**src/rtl/alarm_sounder_if.sv**
```systemverilog
// alarm_sounder_if: alarm/snooze controls in, audio and status flags out.
interface alarm_sounder_if;
  logic alarm;
  logic alarmen;
  logic snooze;
  logic audio;
  logic audio_sd;
  logic ringing;
  logic snoozed;
  modport master (output alarm, alarmen, snooze, input audio, audio_sd, ringing, snoozed);
  modport slave  (input alarm, alarmen, snooze, output audio, audio_sd, ringing, snoozed);
endinterface

```
**src/rtl/alarm_sounder.sv**
```systemverilog
// alarm_sounder: interrupted beep tone with snooze, ring timeout and enable gating.
module alarm_sounder #(
  parameter int CLK_HZ      = 100_000_000,
  parameter int TONE_HZ     = 2000,
  parameter int BEEP_ON_MS  = 250,
  parameter int BEEP_OFF_MS = 250,
  parameter int SNOOZE_S    = 300,
  parameter int TIMEOUT_S   = 60
) (
  input logic clk,
  input logic reset,
  alarm_sounder_if.slave bus
);
  localparam int TONE_DIV = CLK_HZ / (2 * TONE_HZ);
  localparam int MS_DIV   = CLK_HZ / 1000;
  localparam int CAD      = BEEP_ON_MS + BEEP_OFF_MS;
  localparam int MAX_S    = SNOOZE_S > TIMEOUT_S ? SNOOZE_S : TIMEOUT_S;
  localparam int TW       = $clog2(TONE_DIV + 1);
  localparam int PW       = $clog2(MS_DIV + 1);
  localparam int SW       = $clog2(MAX_S + 1);
  localparam int CW       = $clog2(CAD + 1);
  typedef enum logic [1:0] {IDLE, RING, SNOOZE, DONE} state_t;
  state_t state_q, state_d;
  logic alarm_q;
  logic [2:0] snz_q;
  logic [PW-1:0] pre_q, pre_d;
  logic [9:0] ms_q, ms_d;
  logic [SW-1:0] sec_q, sec_d;
  logic [CW-1:0] cad_q, cad_d;
  logic [TW-1:0] tone_q, tone_d;
  logic audio_q, audio_d, ringing_q, snoozed_q;
  logic alarm_rise, snz_pulse, ms_tick, sec_tick, entry, on_q, on_d, restart, tone_wrap;
  always_comb begin
    alarm_rise = bus.alarm & ~alarm_q;
    snz_pulse = snz_q[1] & ~snz_q[2];
    ms_tick = pre_q == PW'(MS_DIV - 1);
    sec_tick = ms_tick && ms_q == 10'd999;
    state_d = state_q;
    case (state_q)
      IDLE:    state_d = alarm_rise && bus.alarmen ? RING : IDLE;
      RING:    state_d = !bus.alarmen ? IDLE : snz_pulse ? SNOOZE :
                         sec_tick && sec_q == SW'(TIMEOUT_S - 1) ? DONE : RING;
      SNOOZE:  state_d = !bus.alarmen ? IDLE : sec_tick && sec_q == SW'(SNOOZE_S - 1) ? RING : SNOOZE;
      default: state_d = bus.alarmen && bus.alarm ? DONE : IDLE;
    endcase
    // every state change realigns timers and cadence to the entry edge
    entry = state_d != state_q;
    pre_d = entry || ms_tick ? '0 : pre_q + 1'b1;
    ms_d = entry || sec_tick ? '0 : ms_tick ? ms_q + 1'b1 : ms_q;
    sec_d = entry ? '0 : sec_tick ? sec_q + 1'b1 : sec_q;
    cad_d = entry || (ms_tick && cad_q == CW'(CAD - 1)) ? '0 : ms_tick ? cad_q + 1'b1 : cad_q;
    on_q = state_q == RING && cad_q < CW'(BEEP_ON_MS);
    on_d = state_d == RING && cad_d < CW'(BEEP_ON_MS);
    restart = !on_q || !on_d;
    tone_wrap = tone_q == TW'(TONE_DIV - 1);
    tone_d = restart || tone_wrap ? '0 : tone_q + 1'b1;
    audio_d = !restart && (tone_wrap ? ~audio_q : audio_q);
  end
  always_ff @(posedge clk or posedge reset) begin
    if (reset) begin
      state_q   <= IDLE;
      alarm_q   <= 1'b0;
      snz_q     <= '0;
      pre_q     <= '0;
      ms_q      <= '0;
      sec_q     <= '0;
      cad_q     <= '0;
      tone_q    <= '0;
      audio_q   <= 1'b0;
      ringing_q <= 1'b0;
      snoozed_q <= 1'b0;
    end else begin
      state_q   <= state_d;
      alarm_q   <= bus.alarm;
      snz_q     <= {snz_q[1:0], bus.snooze};
      pre_q     <= pre_d;
      ms_q      <= ms_d;
      sec_q     <= sec_d;
      cad_q     <= cad_d;
      tone_q    <= tone_d;
      audio_q   <= audio_d;
      ringing_q <= state_d == RING;
      snoozed_q <= state_d == SNOOZE;
    end
  end
  assign bus.audio    = audio_q;
  assign bus.audio_sd = ringing_q;
  assign bus.ringing  = ringing_q;
  assign bus.snoozed  = snoozed_q;
endmodule

```
**src/flat_wrapper.sv**
```systemverilog
// flat-port wrapper written by rule: the top's interface ports become plain ports
module alarm_sounder_flat 
#(
  parameter int CLK_HZ      = 100_000_000,
  parameter int TONE_HZ     = 2000,
  parameter int BEEP_ON_MS  = 250,
  parameter int BEEP_OFF_MS = 250,
  parameter int SNOOZE_S    = 300,
  parameter int TIMEOUT_S   = 60
)
  (clk, reset, bus_alarm, bus_alarmen, bus_snooze, bus_audio, bus_audio_sd, bus_ringing, bus_snoozed);
  alarm_sounder_if bus_i ();
  input logic clk;
  input logic reset;
  input wire logic [$bits(bus_i.alarm)-1:0] bus_alarm;
  input wire logic [$bits(bus_i.alarmen)-1:0] bus_alarmen;
  input wire logic [$bits(bus_i.snooze)-1:0] bus_snooze;
  output wire logic [$bits(bus_i.audio)-1:0] bus_audio;
  output wire logic [$bits(bus_i.audio_sd)-1:0] bus_audio_sd;
  output wire logic [$bits(bus_i.ringing)-1:0] bus_ringing;
  output wire logic [$bits(bus_i.snoozed)-1:0] bus_snoozed;
  assign bus_i.alarm = bus_alarm;
  assign bus_i.alarmen = bus_alarmen;
  assign bus_i.snooze = bus_snooze;
  assign bus_audio = bus_i.audio;
  assign bus_audio_sd = bus_i.audio_sd;
  assign bus_ringing = bus_i.ringing;
  assign bus_snoozed = bus_i.snoozed;
  alarm_sounder #(.CLK_HZ(CLK_HZ), .TONE_HZ(TONE_HZ), .BEEP_ON_MS(BEEP_ON_MS), .BEEP_OFF_MS(BEEP_OFF_MS), .SNOOZE_S(SNOOZE_S), .TIMEOUT_S(TIMEOUT_S)) u_core (.clk(clk), .reset(reset), .bus(bus_i));
endmodule
```
**config.mk**
```make
export PLATFORM = sky130hd
export DESIGN_NAME = alarm_sounder_flat
export DESIGN_NICKNAME = d
export VERILOG_FILES = /design/src/rtl/alarm_sounder_if.sv /design/src/rtl/alarm_sounder.sv /design/src/flat_wrapper.sv
export SDC_FILE = /design/constraint.sdc
export NUM_CORES = 1
export LEC_CHECK = 0
export CAP_MARGIN = 15
export CORE_MARGIN = 5
export CORE_UTILIZATION = 40
export DETAILED_ROUTE_END_ITERATION = 6
export PLACE_DENSITY_LB_ADDON = 0.2
export SLEW_MARGIN = 15
export SYNTH_ARGS = -nofsm -noshare
export SYNTH_HDL_FRONTEND = slang
export SYNTH_SLANG_ARGS = --single-unit
```
**constraint.sdc**
```tcl
create_clock -name clk -period 2.6 [get_ports clk]
set_input_delay 0.65 -clock clk [delete_from_list [all_inputs] [get_ports clk]]
set_output_delay 0.65 -clock clk [all_outputs]
set_load 0.02 [all_outputs]
```
==> flow_metrics.py, run 1 <==
metrics = {
    "floorplan": {
        "coreArea_um2": 9284,
        "start_util_pct": 41.24,
        "fp.dieW_um": 107.8,
        "num_io_pins": 9,
        "dieArea_um2": 11630,
        "die_y_um": 107.8,
        "num_rows": 35,
    },
    "clocking": {
        "hold_buffers": 0,
        "root_buffer": "clkbuf_8",
        "cts_tree": "yes",
        "cts.path.max_buffers": 2,
        "cts.sinks": 69,
        "numCtsBuffers": 9,
        "cts.clk_slew.worst_paths_ns": 0.07,
        "clkLatencyLatePin_ns": 0.34,
        "cts_max_level": 3,
    },
    "placement": {
        "hpwl_mm": 5.583,
        "placedCellCount": 560,
        "io_buffer_count": 8,
        "gp_routability_congestion": 0.8163,
    },
    "timing": {
        "drv_slew": 0,
        "rsz0062_at_grt": "true",
        "worst_pin_slew_ns": 0.6453,
        "fin_crit_sh_pct": 100.3,
        "finClkSkew_ns": 0.004531,
        "min_period_ns": 2.607,
        "max_freq_mhz": 383.5,
        "layout_setup_ws_ns": -0.007248,
        "finalHoldViolations": 0,
        "slew-limit-headroom_pct": 56.59,
        "setup_viol": 2,
    },
    "critical_path": {
        "critPathKind": "flip-flop to flip-flop",
        "crit_fanout": 5,
        "r2r-start": "u_core.pre_q[14]",
        "reg2reg_to": "u_core.tone_q[0]",
        "r2r_slack_ns": -0.007,
        "end_kind": "flip-flop",
        "critPathLaunchType": "flip-flop",
        "crit_required_ns": 2.86,
        "arrival_ns": 2.87,
        "r2r_cells": 7,
    },
    "global_route": {
        "grt_pass1_vias": 3028,
        "antenna_found_initial": 0,
        "grt_use_met3_pct": 4.439,
        "grt_util_met1_pct": 19.83,
        "met2_usage_pct": 24.69,
        "grt-busiest-layer": "met2",
        "overflow": 0,
        "grt_use_total_pct": 15.47,
        "grt_start_max_net_pins": 70,
        "grt_pass1_wl_mm": 14.27,
    },
    "power": {
        "leakage_nw": 1.920,
        "swShare_pct": 25.09,
        "power_density_nw_per_um2": 459.8,
        "p_int_w": 0.001585,
        "clockPowerShare_pct": 35.9,
        "p_seq_share_pct": 54.0,
        "p_sw_w": 0.0005307,
        "comb_power_share_pct": 10.1,
        "irDropWorstVdd_mv": 0.2457,
    },
    "cells_and_area": {
        "nNetsFinal": 457,
        "fillers": 888,
        "finish.utilization_pct": 49.56,
        "insertedDiodeCount": 0,
        "area_growth_pct": 20.16,
        "final_cells": 579,
        "drive_above_1_share_pct": 23.11,
    },
    "flow_run": {
        "max_cap_viol_count": 0,
    },
    "drt": {
        "vias": 2985,
        "drt_iter0_drc": 97,
        "wirelength_mm": 8.193,
        "viasPerCell": 5.155,
        "drc": 0,
        "wl_per_cell_um": 14.15,
        "first_pass_iters": 4,
        "ant_nets": 0,
    },
    "min_path": {
        "hold_depth": 0,
        "holdCritStartpoint": "u_core.snz_q[0]",
        "hold_end": "u_core.snz_q[1]",
        "holdCritPathClass": "flip-flop to flip-flop",
    },
    "synth": {
        "synth.largest_area_cell": "dfrtp_1",
        "postSynth.asyncResetShare_pct": 100.0,
        "ys_seq_area_share_pct": 45.10,
        "avgSynthCellArea_um2": 9.524,
        "synth_nets": 412,
        "synth_edf_count": 0,
        "ys_warn_count": 0,
        "ys_ff_latch": 69,
        "synthTopCellsByArea": "dfrtp_1 (45%), xnor2_1 (6.9%), nor2_1 (5.5%), xor2_1 (4.6%), nand2_1 (3.3%)",
        "synth_top_area_share_pct": 45.10,
        "synth.distinct_cells": 57,
        "syn-instance-count": 402,
        "synth_ff_type": "dfrtp_1",
        "syn_area_um2": 3829,
    },
    "outcome": {
        "status": "complete, but fails checks",
        "violations": "negative setup slack",
    },
}
[cells in the mapped netlist (2+ instances only)]
| master | instances |
|---|---|
| or4b_2 | 2 |
| nand3_1 | 23 |
| nor3_1 | 8 |
| and4_2 | 2 |
| o221a_2 | 2 |
| a211oi_1 | 14 |
| nor4_1 | 4 |
| ha_1 | 5 |
| or4_4 | 2 |
| or2b_2 | 6 |
| or4_1 | 3 |
| o21ai_0 | 5 |
| nand2b_1 | 4 |
| buf_2 | 2 |
| nor2_1 | 56 |
| and2_1 | 2 |
| or3_1 | 7 |
| inv_1 | 11 |
| or3_2 | 3 |
| nand2_1 | 34 |
| and2b_2 | 2 |
| buf_6 | 3 |
| xnor2_1 | 30 |
| and4_1 | 4 |
| and3_1 | 8 |
| a21boi_0 | 2 |
| nand4_1 | 20 |
| and3_2 | 2 |
| clkbuf_1 | 7 |
| xor2_1 | 20 |
| dfrtp_1 | 69 |
| buf_4 | 2 |
| a21oi_1 | 13 |
| a2111oi_0 | 2 |
[power by group through the flow]
stage | clock, W | combinational (W) | sequential, W
floorplan | 0 | 0.000127 | 0.00115
global placement | 0 | 0.000204 | 0.00116
detailed placement | 0 | 0.000205 | 0.00116
CTS | 0.000798 | 0.000215 | 0.00114
global route | 0.000845 | 0.000239 | 0.00115
finish | 0.000760 | 0.000214 | 0.00114
[critical path, cell delays in order (launching register included)]
cell and delay, ns:
dfrtp_1 0.38, or4_4 0.54, or4_4 0.45, or4_4 0.45, a211oi_4 0.24, buf_6 0.16
nand2_4 0.09, a211oi_2 0.21
[metrics by stage]
| stage | worst slack (ns) | setup TNS, ns | total power, W | hold WS (ns) | cell area [um2] |
|---|---|---|---|---|---|
| 6_report | -0.007248 | -0.01222 | 0.002115 | 0.3650 | 4601 |
| 4_1_cts | 0.0002878 | 0 | 0.002154 | 0.3683 | 4543 |
| 3_5_place_dp | -0.1224 | -2.103 | 0.001366 | 0.3434 | 4358 |
| 2_1_floorplan | -0.1696 | -1.982 | 0.001281 | 0.3312 | 3895 |
| 5_1_grt | -0.07263 | -0.5709 | 0.002231 | 0.3731 | 4601 |
| 3_3_place_gp | -0.09878 | -1.667 | 0.001363 | 0.3413 | 4358 |
[final cells by class]
| class | instances | area [um2] | share of cell area (%) |
|---|---|---|---|
| inverters | 11 | 41.29 | 0.8975 |
| multi-input cells | 307 | 2061 | 44.79 |
| flip-flops and latches | 69 | 1727 | 37.53 |
| clock inverters | 2 | 10.01 | 0.2176 |
| repair buffers | 49 | 445.4 | 9.682 |
| clock buffers | 12 | 155.1 | 3.372 |
| well taps | 129 | 161.4 | 3.508 |
[how the worst max path moves through the flow]
| stage | slack, ns | start | to | cells after the start |
|---|---|---|---|---|
| after detailed placement | -0.12 | bus_alarmen | u_core.tone_q[9] | 8 |
| after global placement | -0.1 | bus_alarmen | u_core.tone_q[9] | 8 |
| final | -0.007 | u_core.pre_q[14] | u_core.tone_q[0] | 7 |
| after CTS | 0.0003 | u_core.pre_q[14] | u_core.tone_q[4] | 7 |
| after global routing | -0.07 | u_core.pre_q[14] | u_core.tone_q[0] | 7 |
| after floorplan | -0.17 | u_core.pre_q[14] | u_core.tone_q[0] | 7 |
[placed cells by master, fill, tap and decap left out, types with 3 or more instances in the layout]
master / Yosys / final
or4_4: 2 / 3
xor2_1: 20 / 20
and3_1: 8 / 8
nor3_1: 8 / 7
a21oi_1: 13 / 11
nand3_1: 23 / 21
buf_4: 2 / 35
or3_2: 3 / 3
nand4_1: 20 / 20
inv_1: 11 / 10
buf_12: 0 / 4
clkbuf_8: 0 / 11
ha_1: 5 / 4
nand2b_1: 4 / 4
and4_1: 4 / 4
o21ai_0: 5 / 5
clkdlybuf4s50_1: 0 / 8
a211oi_2: 0 / 9
or2b_2: 6 / 6
or3_1: 7 / 7
xnor2_1: 30 / 30
nor2_1: 56 / 56
nand2_1: 34 / 34
dfrtp_1: 69 / 69
a211oi_1: 14 / 5
nor4_1: 4 / 3
[registers in the layout, summed over array words and instances, names as in the netlist]
register,count
u_core.ms_q,10
u_core.snz_q,3
u_core.tone_q,15
u_core.cad_q,9
u_core.bus.snoozed,1
u_core.sec_q,9
u_core.bus.audio,1
u_core.state_q,2
u_core.pre_q,17
u_core.bus.audio_sd,1
u_core.alarm_q,1
[repair_timing]
action                                  in CTS  in global routing
endpoints found under the setup margin       2                 19
buffers inserted                             1                  3
resized for setup                            2                  9
gates cloned                                 1                  0
endpoints found under the hold margin        0                  0
[kinds of logic (layout without fill, tap and decap cells)]
group | count (synthesis) | in the layout | share of synthesized area (%)
AO/OA/AOI/OAI | 47 | 47 | 8.725
AND/OR/NAND/NOR | 204 | 205 | 29.41
buffers and inverters | 27 | 74 | 3.693
XOR/XNOR | 50 | 50 | 11.44
flip-flops | 69 | 69 | 45.10
adder cells (fa/ha/maj) | 5 | 5 | 1.634
[layer usage]
metal  up-vias  wire, um
met5         -         0
met4         0        92
met3         8       220
met2        34      3918
met1      1434      3962
li1       1509         -
Note: power is estimated with default switching activity, not from simulation.
==> run 2, diff against run 1 <==
Settings changed: ABC_AREA from default to 0.
==> results of run 2 <==
Final layout, timing and power as in run 1 (identical DEF).
==> run 3, diff against run 2 <==
Settings changed: REMOVE_ABC_BUFFERS from default to 1.
==> run 3 against run 2 <==
Effect of this change: the run still ends with negative setup slack left; via count is 3.4% higher; critical endpoint is now u_core.tone_q[2]; first-iteration DRC count is 44% higher; largest power group unchanged; clock power is 29% higher; register-to-register slack worse by 0.11 ns; critical path type unchanged; sequential cell count stayed put.
==> flow_metrics.py, run 3 (synthesis results as in run 1) <==
metrics = {
    "floorplan": {
        "num_rows": 35,
        "dieArea_um2": 11630,
        "coreArea_um2": 9284,
        "die_y_um": 107.8,
        "num_io_pins": 9,
        "fp.dieW_um": 107.8,
        "start_util_pct": 41.24,
    },
    "global_route": {
        "grt_start_max_net_pins": 70,
        "antenna_found_initial": 0,
        "grt_pass1_wl_mm": 14.63,
        "overflow": 0,
        "grt_pass1_vias": 3135,
        "grt_use_total_pct": 15.68,
    },
    "power": {
        "leakage_nw": 2.010,
        "p_seq_share_pct": 47.5,
        "comb_power_share_pct": 11.1,
        "irDropWorstVdd_mv": 0.3866,
        "finalPower_w": 0.002375,
        "swShare_pct": 24.29,
        "p_sw_w": 0.0005768,
        "clockPowerShare_pct": 41.4,
        "power_density_nw_per_um2": 496.2,
        "p_int_w": 0.001798,
    },
    "drt": {
        "viasPerCell": 5.220,
        "wirelength_mm": 8.371,
        "ant_nets": 0,
        "first_pass_iters": 4,
        "drc": 0,
        "drt_iter0_drc": 140,
        "wl_per_cell_um": 14.16,
        "vias": 3085,
    },
    "critical_path": {
        "reg2reg_to": "u_core.tone_q[2]",
        "r2r-start": "u_core.pre_q[8]",
        "crit_fanout": 5,
        "r2r_slack_ns": -0.12,
        "arrival_ns": 2.99,
        "crit_required_ns": 2.87,
        "critPathLaunchType": "flip-flop",
        "r2r_cells": 8,
        "end_kind": "flip-flop",
        "critPathKind": "flip-flop to flip-flop",
    },
    "flow_run": {
        "max_cap_viol_count": 0,
    },
    "clocking": {
        "root_buffer": "clkbuf_8",
        "numCtsBuffers": 9,
        "cts.path.max_buffers": 2,
        "clkLatencyLatePin_ns": 0.36,
        "cts_max_level": 3,
        "cts.sinks": 69,
        "cts.clk_slew.worst_paths_ns": 0.08,
        "cts_tree": "yes",
    },
    "timing": {
        "max_freq_mhz": 367.9,
        "drv_slew": 0,
        "finalHoldViolations": 0,
        "worst_pin_slew_ns": 0.6303,
        "min_period_ns": 2.718,
        "layout_setup_ws_ns": -0.1181,
        "fin_crit_sh_pct": 104.5,
        "finClkSkew_ns": 0.01717,
        "slew-limit-headroom_pct": 57.85,
        "rsz0062_at_grt": "true",
        "setup_viol": 15,
    },
    "outcome": {
        "violations": "negative setup slack",
        "status": "complete, but fails checks",
    },
    "cells_and_area": {
        "drive_above_1_share_pct": 26.41,
        "insertedDiodeCount": 0,
        "layout_commonest_cell": "dfrtp_1",
        "largest_register_ffs": 17,
        "fillers": 863,
        "largest_register": "u_core.pre_q",
        "area_growth_pct": 25.03,
        "top_regs": "u_core.pre_q x17, u_core.tone_q x15, u_core.ms_q x10",
        "layout_common_cells": "dfrtp_1 (69), nor2_1 (55), buf_4 (45)",
        "nNetsFinal": 467,
    },
    "placement": {
        "hpwl_mm": 5.657,
        "pre_cts_ws_ns": -0.3113,
        "gp_routability_congestion": 0.7864,
        "io_buffer_count": 8,
    },
    "min_path": {
        "hold_depth": 0,
        "holdCritStartpoint": "u_core.snz_q[0]",
        "holdCritPathClass": "flip-flop to flip-flop",
        "hold_end": "u_core.snz_q[1]",
    },
}
run 3: layout make-up:
class	count	area, um2	share of cell area, %
Sequential cell	69	1727	36.07
Clock buffer	11	141.4	2.953
Inverter	11	41.29	0.8625
Timing Repair Buffer	60	544.3	11.37
Tap cell	129	161.4	3.372
Clock inverter	5	82.58	1.725
Multi-Input combinational cell	306	2090	43.65
run 3: worst max path at each step:
stage                                   to       startpoint  cells after the start  slack, ns
after floorplan           u_core.tone_q[0]  u_core.pre_q[8]                      6      -0.33
after global placement    u_core.tone_q[9]        bus_alarm                      7      -0.26
after detailed placement  u_core.tone_q[5]        bus_alarm                      7      -0.31
after CTS                 u_core.tone_q[5]  u_core.pre_q[8]                      7      -0.09
after global routing      u_core.tone_q[2]  u_core.pre_q[8]                      8      -0.22
final                     u_core.tone_q[2]  u_core.pre_q[8]                      8      -0.12
run 3: power by group through the flow:
stage	sequential, W	clock [W]	combinational, W
finish	0.00113	0.000983	0.000264
global route	0.00113	0.00106	0.000294
global placement	0.00115	0	0.000250
detailed placement	0.00115	0	0.000252
floorplan	0.00116	0	0.000113
CTS	0.00113	0.00102	0.000265
run 3: repair_timing:
item / in CTS / in global routing
gates resized for setup: 16 / 15
hold buffers: 0 / 0
buffers inserted: 6 / 1
endpoints found under the setup margin: 20 / 34
pin swaps: 4 / 1
run 3: stage by stage:
step | hold slack [ns] | setup TNS [ns] | cell area, um2 | std cells | util (%)
floorplan | 0.3312 | -5.432 | 3729 | 386 | -
global placement | 0.3370 | -5.409 | 4358 | 568 | 46.94
detailed placement | 0.3457 | -6.199 | 4358 | 568 | 46.94
CTS | 0.3633 | -0.4521 | 4718 | 590 | 50.82
global route | 0.3797 | -1.984 | 4787 | 591 | 51.56
finish | 0.3616 | -0.4891 | 4787 | 591 | 51.56
run 3: worst max-delay path: stages (launching register included):
cell and delay (ns):
dfrtp_1 0.39, or4_4 0.54, or4_4 0.46, or4_4 0.46, a211oi_4 0.26, buf_12 0.16, buf_4 0.11, nand3_1 0.09
a21oi_2 0.16
run 3: routing by layer:
metal  up-vias  part of all wire (%)  GRT usage [%]
li1       1527                     -              -
met1      1516                    48          20.08
met2        32                    48          25.98
met3        10                   3.2          4.799
met4         0                  0.93          3.607
met5         -                     0              0
==> edit 1 (settings of run 3) <==
The 4 states of `state_t` get a one-hot encoding in 4 bits.
--- a/src/rtl/alarm_sounder.sv
+++ b/src/rtl/alarm_sounder.sv
@@ -19,7 +19,7 @@
   localparam int PW       = $clog2(MS_DIV + 1);
   localparam int SW       = $clog2(MAX_S + 1);
   localparam int CW       = $clog2(CAD + 1);
-  typedef enum logic [1:0] {IDLE, RING, SNOOZE, DONE} state_t;
+  typedef enum logic [3:0] {IDLE = 4'b0001, RING = 4'b0010, SNOOZE = 4'b0100, DONE = 4'b1000} state_t;
   state_t state_q, state_d;
   logic alarm_q;
   logic [2:0] snz_q;
Function: same outputs for any inputs over 10 cycles, from zero or initial values and one cycle with reset high; not proved beyond that.
==> edit 1 against run 3 <==
- the run still ends with negative setup slack left
- total power increased by 2.0%
- wire length increased by 11%
- final area increased by 4.8%
- synthesized cell count increased by 4.7%
- clock skew decreased by 0.0065 ns
- worst setup slack got worse by 0.040 ns
- sequential cell count increased by 2
- via count increased by 8.5%
- synthesized area increased by 1.1%
==> edit 1: results (changes against run 3) <==
[layout]
area_growth_pct=29.60  ; was 25.03%
drive_above_1_share_pct=24.30  ; was 26.41%
seq_area_sq_um=1778  ; was 1727 sq um
multiInputGateArea_sq_um=2172  ; was 2090 sq um
nNonClkBuffers=77  ; was 60

[setup_path]
r2r_end=u_core.tone_q[10]$_DFF_PP0_  ; was u_core.tone_q[2]$_DFF_PP0_
regToRegSetupSlack_ns=-0.16  ; was -0.12 ns
r2r_cells=10  ; was 8
crit_start=u_core.pre_q[1]$_DFF_PP0_  ; was u_core.pre_q[8]$_DFF_PP0_
endpoint=u_core.tone_q[10]$_DFF_PP0_  ; was u_core.tone_q[2]$_DFF_PP0_

[power_and_ir_drop]
leakagePower_nw=2.096  ; was 2.010 nW
clk-power_w=0.000976  ; was 0.000983 W

[timing]
finalWorstSetupSlack_ns=-0.1578  ; was -0.1181 ns
clock_skew_ns=0.01062  ; was 0.01717 ns
setup_viol=18  ; was 15
fin_setup_tns_ns=-2.100  ; was -0.4891 ns

[synth]
synth.distinct_cells=53  ; was 57

[global_route]
grt_max_degree=72  ; was 70
use_met1_pct=21.96  ; was 20.08%

[place]
place_inst=597  ; was 568
place_area_sq_um=4451  ; was 4358 sq um
dp_slack_ns=-0.2987  ; was -0.3113 ns
gp_congestion=0.8328  ; was 0.7864

[detailed_routing]
wl_met1_microns=4270  ; was 4002 microns
drt_iter0_markers=164  ; was 140
wl_per_cell_microns=14.74  ; was 14.16 microns

[status]
outcome=finished, violations left  ; unchanged
violations=negative setup slack  ; unchanged

## edit 1: cell families after synthesis
kind of cell               synth area share, %
AOI/OAI and AO/OA                        6.850
xor gates and xnor gates                 10.63
adders and majority gates                1.616
buffers and inverters                    2.940
DFF                                      45.91
and+or+nand+nor                          32.05
## edit 1: timing repair
action,CTS,global route
pin swaps,13,0
resized for setup,36,11
setup buffers,15,3
cloned,1,0
setup endpoints to repair,54,54
endpoints found under the hold margin,0,0
hold buffers,0,0
## edit 1: critical path, delay by kind of cell (launching register included)
| kind | cells | cell delay (ns) |
|---|---|---|
| flip-flops | 1 | 0.37 |
| AO/OA/AOI/OAI | 2 | 0.38 |
| buffers and inverters | 2 | 0.36 |
| adder cells (fa/ha/maj) | 1 | 0.20 |
| AND/OR/NAND/NOR | 5 | 1.28 |
==> edit 2 (config.mk and constraints of run 3) <==
Without the edit above. `BEEP_ON_MS` is set to 250 in 2 places; all go to 125.
--- a/src/rtl/alarm_sounder.sv
+++ b/src/rtl/alarm_sounder.sv
@@ -2,7 +2,7 @@
 module alarm_sounder #(
   parameter int CLK_HZ      = 100_000_000,
   parameter int TONE_HZ     = 2000,
-  parameter int BEEP_ON_MS  = 250,
+  parameter int BEEP_ON_MS  = 125,
   parameter int BEEP_OFF_MS = 250,
   parameter int SNOOZE_S    = 300,
   parameter int TIMEOUT_S   = 60
--- a/src/flat_wrapper.sv
+++ b/src/flat_wrapper.sv
@@ -3,7 +3,7 @@
 #(
   parameter int CLK_HZ      = 100_000_000,
   parameter int TONE_HZ     = 2000,
-  parameter int BEEP_ON_MS  = 250,
+  parameter int BEEP_ON_MS  = 125,
   parameter int BEEP_OFF_MS = 250,
   parameter int SNOOZE_S    = 300,
   parameter int TIMEOUT_S   = 60
Function: same outputs for any inputs over 10 cycles, from zero or initial values and one cycle with reset high; that may be too few to reach the edited logic, so the function may still have changed.
==> edit 2 against run 3 <==
- final area shrank 9.1%
- clock skew fell by 0.0054 ns
- wire length shrank 6.1%
- synthesized area decreased by 2.6%
- sequential cell count stayed put
- worst setup slack better by 0.26 ns
- cell count fell by 8.1%
- synthesized cell count is 3.2% lower
- total power fell by 7.4%
==> edit 2: results (changes against run 3) <==
[layout]
drive_above_1_share_pct=16.67  ; was 26.41%
nets=438  ; was 467
fillCellCount=863  ; unchanged

[synth]
synth.yosys.seq_area_share_pct=46.31  ; was 45.10%
async_flop_share_pct=100.0  ; unchanged
synth_area_leaders=dfrtp_1 (46%), xor2_1 (7.3%), nor2_1 (5.8%), xnor2_1 (4.0%), nand3_1 (3.6%)  ; was dfrtp_1 (45%), xnor2_1 (6.9%), nor2_1 (5.5%), xor2_1 (4.6%), nand2_1 (3.3%)
synthTopCellsByCount=dfrtp_1 (69), nor2_1 (58), xor2_1 (31)  ; was dfrtp_1 (69), nor2_1 (56), nand2_1 (34)

[clock_network]
cts_setup_buffers=0  ; was 6
clk_latency_ns=0.35
cts_repair_resize_count=0  ; was 16

[setup_path]
slowest_delay_ns=0.40  ; was 0.54 ns
cp.arrival_ns=2.69  ; was 2.99 ns
regToRegSetupSlack_ns=0.14  ; was -0.12 ns
rr_startpoint=u_core.pre_q[6]$_DFF_PP0_  ; was u_core.pre_q[8]$_DFF_PP0_
cp_max_fo=8  ; was 5
endpoint=u_core.tone_q[6]$_DFF_PP0_  ; was u_core.tone_q[2]$_DFF_PP0_
slowest_stage=and4_1  ; was or4_4
r2r_cells=8  ; unchanged
crit_family=simple AND/OR/NAND/NOR gates  ; unchanged

[timing]
tightestPinTransition_ns=0.6260  ; was 0.6303 ns
clock_skew_ns=0.01180  ; was 0.01717 ns
hold_slack_ns=0.3539  ; was 0.3616 ns

[power_and_ir_drop]
ir_drop_v=0.0002850  ; was 0.0003866 V
leakagePower_nw=1.842  ; was 2.010 nW
p_int_w=0.001647  ; was 0.001798 W

[global_route]
grtUsageTotal_pct=15.68  ; about the same
grt_pass1_wl_microns=14170  ; was 14,630 microns
grt_pass1_vias=2863  ; was 3,135

[hold_path]
hp-class=reg2reg  ; unchanged
hold_end=u_core.snz_q[1]$_DFF_PP0_  ; unchanged

[detailed_routing]
vias=2848  ; was 3,085
wl_met2_microns=3643  ; was 4026 microns
met3_wirelength_microns=185  ; was 265 microns
drt_iter0_markers=94  ; was 140
wl_microns=7861  ; was 8371 microns
wl_met1_microns=3924  ; was 4002 microns

[place]
hpwl_microns=5602  ; was 5657 microns
gp_congestion=0.8267  ; was 0.7864

[status]
outcome=complete, no violations  ; was finished, violations left

## edit 2: cell count changes in the layout (fill, tap and decap cells not counted), sizes merged, moves of 11 or more
cell    change
nor2       +12
xor2       +11
a211oi     -13
buf        -21
xnor2      -13
## edit 2: metal layers
metal | vias up | global-route usage [%]
li1 | 1439 | -
met1 | 1372 | 22.05
met2 | 27 | 24.25
met3 | 10 | 2.732
met4 | 0 | 5.753
met5 | - | 0
## edit 2: layout make-up
cell class              instances  area, sq um  share of cell area [%]
well taps                     111        138.9                   3.191
inverters                       8        30.03                  0.6899
clock inverters                 6        61.31                   1.408
flip-flops and latches         69         1727                   39.67
clock buffers                  10        137.6                   3.162
repair buffers                 39        337.8                   7.761
multi-input cells             300         1921                   44.12
## edit 2: metrics by stage
step	power, W	area, sq um	cells	setup slack, ns
floorplan	0.001258	3669	377	0.07305
global placement	0.001341	4145	527	-0.1339
detailed placement	0.001343	4145	527	-0.1971
CTS	0.002241	4344	543	0.002944
global route	0.002326	4353	543	0.01017
finish	0.002199	4353	543	0.1420
## edit 2: power by group through the flow
stage	clock network, W	logic [W]	registers [W]
floorplan	0	0.0000986	0.00116
global placement	0	0.000174	0.00117
detailed placement	0	0.000177	0.00117
CTS	0.000919	0.000177	0.00115
global route	0.000975	0.000195	0.00116
finish	0.000881	0.000173	0.00115
## edit 2: kinds of logic (layout without fill, tap and decap cells)
| group | count (synthesis) | after routing | share of synthesized area, % |
|---|---|---|---|
| AO/OA/AOI/OAI | 33 | 33 | 6.074 |
| XOR/XNOR | 48 | 48 | 11.28 |
| adder cells (fa/ha/maj) | 6 | 6 | 2.013 |
| buffers and inverters | 20 | 63 | 2.416 |
| flip-flops | 69 | 69 | 46.31 |
| multiplexers | 1 | 1 | 0.2685 |
| AND/OR/NAND/NOR | 212 | 212 | 31.65 |
